==> config.mk <==
export PLATFORM = sky130hd
export DESIGN_NAME = position_move_sequencer
export DESIGN_NICKNAME = d
export VERILOG_FILES = /design/src/rtl/position_move_sequencer.sv
export SDC_FILE = /design/constraint.sdc
export NUM_CORES = 1
export LEC_CHECK = 0
export ABC_CLOCK_PERIOD_IN_PS = 7050
export CAP_MARGIN = 25
export CORE_UTILIZATION = 45
export CTS_CLUSTER_SIZE = 12
export DETAILED_ROUTE_END_ITERATION = 7
export GPL_TIMING_DRIVEN = 0
export PLACE_DENSITY = 0.66
export RECOVER_POWER = 25
export SLEW_MARGIN = 0
export SYNTH_ARGS = -nofsm -noshare
export SYNTH_HDL_FRONTEND = slang
export SYNTH_SLANG_ARGS = --single-unit
==> constraint.sdc <==
create_clock -name clk -period 7.05 [get_ports clk]
set_input_delay 1.41 -clock clk [delete_from_list [all_inputs] [get_ports clk]]
set_output_delay 1.41 -clock clk [all_outputs]
set_load 0.03 [all_outputs]
==> src/rtl/position_move_sequencer.sv <==
// Ramps desired_pos toward a commanded target one step per control tick, then waits for the position to settle.
// Commands are accepted in one clk while idle; aborts act on the next edge, and moves are timed by ticks.
module position_move_sequencer #(
  parameter int DIVIDER       = 5000,
  parameter int SETTLE_TICKS  = 200,
  parameter int SETTLE_WINDOW = 4,
  parameter int FOLLOW_LIMIT  = 100000
) (
  input  logic               clk,
  input  logic               reset,
  input  logic               cmd_valid,
  output logic               cmd_ready,
  input  logic signed [31:0] cmd_target,
  input  logic        [15:0] cmd_step,
  input  logic               abort,
  input  logic               clear_fault,
  input  logic signed [31:0] actual_pos,
  output logic signed [31:0] desired_pos,
  output logic               busy,
  output logic               done,
  output logic               fault,
  output logic        [1:0]  state
);

  localparam int TW = (DIVIDER > 1) ? $clog2(DIVIDER) : 1;
  localparam int SW = (SETTLE_TICKS > 1) ? $clog2(SETTLE_TICKS + 1) : 1;
  localparam logic [TW-1:0] TICK_LAST   = TW'(DIVIDER - 1);
  localparam logic [SW-1:0] SETTLE_LAST = SW'(SETTLE_TICKS - 1);
  localparam logic [32:0]   WINDOW      = 33'(SETTLE_WINDOW);
  localparam logic [32:0]   LIMIT       = 33'(FOLLOW_LIMIT);

  typedef enum logic [1:0] {
    ST_IDLE   = 2'd0,
    ST_MOVE   = 2'd1,
    ST_SETTLE = 2'd2,
    ST_FAULT  = 2'd3
  } state_t;

  state_t             state_q, state_n;
  logic [TW-1:0]      tick_cnt;
  logic               tick;
  logic signed [31:0] target_q, target_n, desired_n;
  logic [15:0]        step_q, step_n;
  logic [SW-1:0]      settle_q, settle_n;
  logic               done_n;

  logic signed [32:0] rem, follow_err, settle_err;
  logic [32:0]        rem_abs, follow_abs, settle_abs, step_ext;

  always_ff @(posedge clk or posedge reset) begin
    if (reset)                     tick_cnt <= '0;
    else if (tick_cnt == TICK_LAST) tick_cnt <= '0;
    else                           tick_cnt <= tick_cnt + TW'(1);
  end

  assign tick = (tick_cnt == '0);

  // All position differences use 33 bits so extreme 32-bit operands cannot wrap.
  assign rem        = {target_q[31], target_q} - {desired_pos[31], desired_pos};
  assign follow_err = {desired_pos[31], desired_pos} - {actual_pos[31], actual_pos};
  assign settle_err = {target_q[31], target_q} - {actual_pos[31], actual_pos};
  assign rem_abs    = rem[32] ? -rem : rem;
  assign follow_abs = follow_err[32] ? -follow_err : follow_err;
  assign settle_abs = settle_err[32] ? -settle_err : settle_err;
  assign step_ext   = {17'b0, step_q};

  always_comb begin
    state_n   = state_q;
    desired_n = desired_pos;
    target_n  = target_q;
    step_n    = step_q;
    settle_n  = settle_q;
    done_n    = 1'b0;
    case (state_q)
      ST_IDLE: begin
        if (cmd_valid && cmd_ready) begin
          target_n = cmd_target;
          step_n   = (cmd_step == 16'd0) ? 16'd1 : cmd_step;
          state_n  = ST_MOVE;
        end
      end
      ST_MOVE: begin
        if (abort) begin
          state_n = ST_IDLE;
        end else if (tick) begin
          if (follow_abs > LIMIT) begin
            state_n   = ST_FAULT;
            desired_n = actual_pos;
          end else if (rem_abs <= step_ext) begin
            desired_n = target_q;
            settle_n  = '0;
            state_n   = ST_SETTLE;
          end else if (!rem[32]) begin
            desired_n = desired_pos + {16'b0, step_q};
          end else begin
            desired_n = desired_pos - {16'b0, step_q};
          end
        end
      end
      ST_SETTLE: begin
        if (abort) begin
          state_n = ST_IDLE;
        end else if (tick) begin
          if (follow_abs > LIMIT) begin
            state_n   = ST_FAULT;
            desired_n = actual_pos;
          end else if (settle_abs <= WINDOW) begin
            settle_n = settle_q + SW'(1);
            if (settle_q == SETTLE_LAST) begin
              state_n = ST_IDLE;
              done_n  = 1'b1;
            end
          end else begin
            settle_n = '0;
          end
        end
      end
      ST_FAULT: begin
        if (clear_fault) state_n = ST_IDLE;
      end
      default: state_n = ST_IDLE;
    endcase
  end

  always_ff @(posedge clk or posedge reset) begin
    if (reset) begin
      state_q     <= ST_IDLE;
      desired_pos <= '0;
      target_q    <= '0;
      step_q      <= '0;
      settle_q    <= '0;
      done        <= 1'b0;
    end else begin
      state_q     <= state_n;
      desired_pos <= desired_n;
      target_q    <= target_n;
      step_q      <= step_n;
      settle_q    <= settle_n;
      done        <= done_n;
    end
  end

  assign cmd_ready = (state_q == ST_IDLE) && !abort;
  assign busy      = (state_q == ST_MOVE) || (state_q == ST_SETTLE);
  assign fault     = (state_q == ST_FAULT);
  assign state     = state_q;

endmodule

==> results_dict.tcl <==
set metrics [dict create \
    status "finished, violations left" \
    failed_checks "capacitance limit, slew limit" \
    p_leak_nw 7.87 \
    whs_ns 0.491 \
    routed-via-count 17000 \
    worstHoldPathType "reg -> reg" \
    antenna_found_initial 0 \
    die_y_um 192 \
    tns_ns 0 \
    drc 0 \
    track_usage_pct 29.8 \
    grt_max_degree 61 \
    dp.cells 2706 \
    p_int_mw 4.04 \
    syn_area_per_cell_um2 7.62 \
    synth_cells 2122 \
    dp_hpwl_um 46000 \
    cp.arrival_ns 7.16 \
    post-route-util_pct 52.8 \
    worstMarginPinSlew_ns 2.10 \
    synth_cell_types 103 \
    max_slew_margin_pct -40.6 \
    io_buffer_count 122 \
    hold_viol 0 \
    p_seq_share_pct 11.6 \
    synth_edf_count 0 \
    synth_ff_type "dfrtp_1" \
    dieArea_um2 36700 \
    drtIter0Drc 1069 \
    ant_nets 0 \
    cts_root_buf "clkbuf_16" \
    dr.pass1.iters 6 \
    grt_overflow 0 \
    crit_type "in -> reg" \
    synth_largest_area_cell "dfrtp_1" \
    start_util_pct 45.6 \
    clk_path_buf_depth 2 \
    critPathCaptureType "flop" \
    postLayoutSetupSlackWorst_ns 0.184 \
    syn2layout_area_growth_pct 15.9 \
    final_cell_area_um2 18800 \
    synth.area.top_cells "dfrtp_1 16%, ha_1 12%, a21oi_1 4.9%" \
    vias_per_cell 6.21 \
    die_w_um 192 \
    p_comb_share_pct 82.7 \
    slew_viol_final 45 \
    ir_drop_mv 0.254 \
    yosysTopAreaCellShare_pct 16.1 \
    wirelength_um 55400 \
    async_reset_ff_share_pct 100 \
    cp_max_fo 9 \
    fmax_ghz 0.146 \
    fin_crit_sh_pct 97.4 \
    switching_share_pct 54.8 \
    rsz0062_at_grt "yes" \
    pin_count 123 \
    powerDensity_nw_per_um2 476 \
    ys_ff_latch 104 \
    cts_num_sinks 104 \
    cts_tree "built" \
    ys_seq_area_share_pct 16.1 \
    worstPathRequired_ns 7.35 \
    switchingPower_mw 4.88 \
    rows 69 \
    numCtsBuffers 9 \
    placed_cell_area_um2 18000 \
    dp_slack_ns -1.86 \
    worst_clock_skew_ns 0.0140 \
    gp_congestion 0.944 \
    clk_latency_ns 0.38 \
    synth_warnings 0 \
    p_clk_share_pct 5.7 \
    setup_viol 0 \
    diodes 0 \
    period_minus_slack_ns 6.87 \
    path_clk_slew_ns 0.08 \
    grt_pass1_wl_um 85300 \
    grt_pass1_vias 15800 \
    syn_area_um2 16200 \
    p_total_mw 8.92 \
    startpoint_type "primary input" \
    synthesis.nets 2365 \
    maxCapViolCount 1 \
    fin_nets 2509 \
    layout.cells.non_filler 2732 \
    core_area_um2 35500 \
    htreeDepth 3 \
    wl_per_cell_um 20.3 \
    drive_above_1_share_pct 9.51 \
]
sequential cells by signal, indices dropped and copies added (netlist names):
name,cells
state,2
settle_q,8
target_q,32
step_q,16
desired_pos,32
tick_cnt,13
done,1
worst paths after layout:
path	start	endpoint	slack (ns)	cells after the start
worst max-delay path	actual_pos[0]	state[1]	0.18	19
min in group asynchronous	reset	settle_q[3]	2.04	2
max in group asynchronous	reset	desired_pos[5]	3.97	3
worst min-delay path	tick_cnt[6]	tick_cnt[6]	0.49	1
worst max register to register	target_q[0]	desired_pos[27]	0.25	29
worst min register to register	tick_cnt[6]	tick_cnt[6]	0.49	1
final cells by class:
class                   instances  area (um2)
plain buffers                  71         349
clock buffers                  10         229
clock inverters                 6        48.8
fillers                      3487       16700
inverters                     139         523
multi-input cells            1803       13000
flip-flops and latches        104        2610
well taps                     461         577
repair buffers                138        1370
power groups by stage:
stage                     Clock, mW  Combinational (mW)  Sequential [mW]
final                         0.509                7.38             1.03
after global placement            0                6.85             1.04
after floorplan                   0                5.45            0.923
after detailed placement          0                6.97             1.04
after CTS                     0.512                7.15             1.03
after global routing          0.533                8.13             1.05
cells in the mapped netlist, types with 26 or more instances:
cell / count
a21o_1: 57
o211ai_1: 28
nor4_1: 26
a21oi_1: 160
and3_1: 38
xnor2_1: 91
nand4_1: 30
inv_1: 139
and2_1: 27
a211oi_1: 32
mux2i_1: 31
o21a_1: 29
nor3_1: 55
xor2_1: 46
nor2_1: 177
nand2b_1: 33
nand2_1: 139
ha_1: 154
nand3_1: 68
clkbuf_1: 49
o21ai_0: 120
mux2_2: 55
dfrtp_1: 104
cells in the final DEF (no fill, tap or decap), types with 54 or more instances in the layout:
cell               n
nor3_1            54
a21o_1            57
xnor2_1           87
clkdlybuf4s50_1  121
nor2_1           176
mux2_2            55
nand2_1          138
ha_1             154
o21ai_0          114
dfrtp_1          102
nand3_1           67
a21oi_1          154
inv_1            138
cell families after synthesis:
| group | synth area share [%] |
|---|---|
| and+or+nand+nor | 23.8 |
| AOI/OAI and AO/OA | 29.1 |
| buffers and inverters | 5.33 |
| adders and majority gates | 12.4 |
| xor gates and xnor gates | 7.42 |
| DFF | 16.1 |
| muxes | 5.82 |
metal layers:
layer  GRT usage (%)  up-vias  share of wire [%]
li1                -     8287                  -
met1            39.0     8091                 44
met2            51.6      507                 48
met3            2.45       84                4.9
met4            9.46        0                2.9
met5               0        -                  0
critical path, stage by stage:
cell and delay, ns:
clkdlybuf4s50_1 0.58, ha_1 0.23, inv_1 0.06, fa_1 0.43, a21oi_2 0.22, o22ai_1 0.16
o21ai_0 0.31, a31oi_1 0.26, a31oi_1 0.58, o21a_2 0.38, o21ai_0 0.17, a221oi_1 0.39
and4_1 0.27, nand4b_1 0.13, or4_4 0.49, nor4_2 0.35, o22ai_1 0.16, a221oi_2 0.33
mux2i_1 0.25
what timing repair did:
action | CTS | global route
resized for setup | 39 | 50
pin swaps | 7 | 10
hold buffers | 0 | 0
cloned | 0 | 1
endpoints found under the setup margin | 42 | 42
setup buffers | 10 | 5
(Power assumes the default switching activity.)
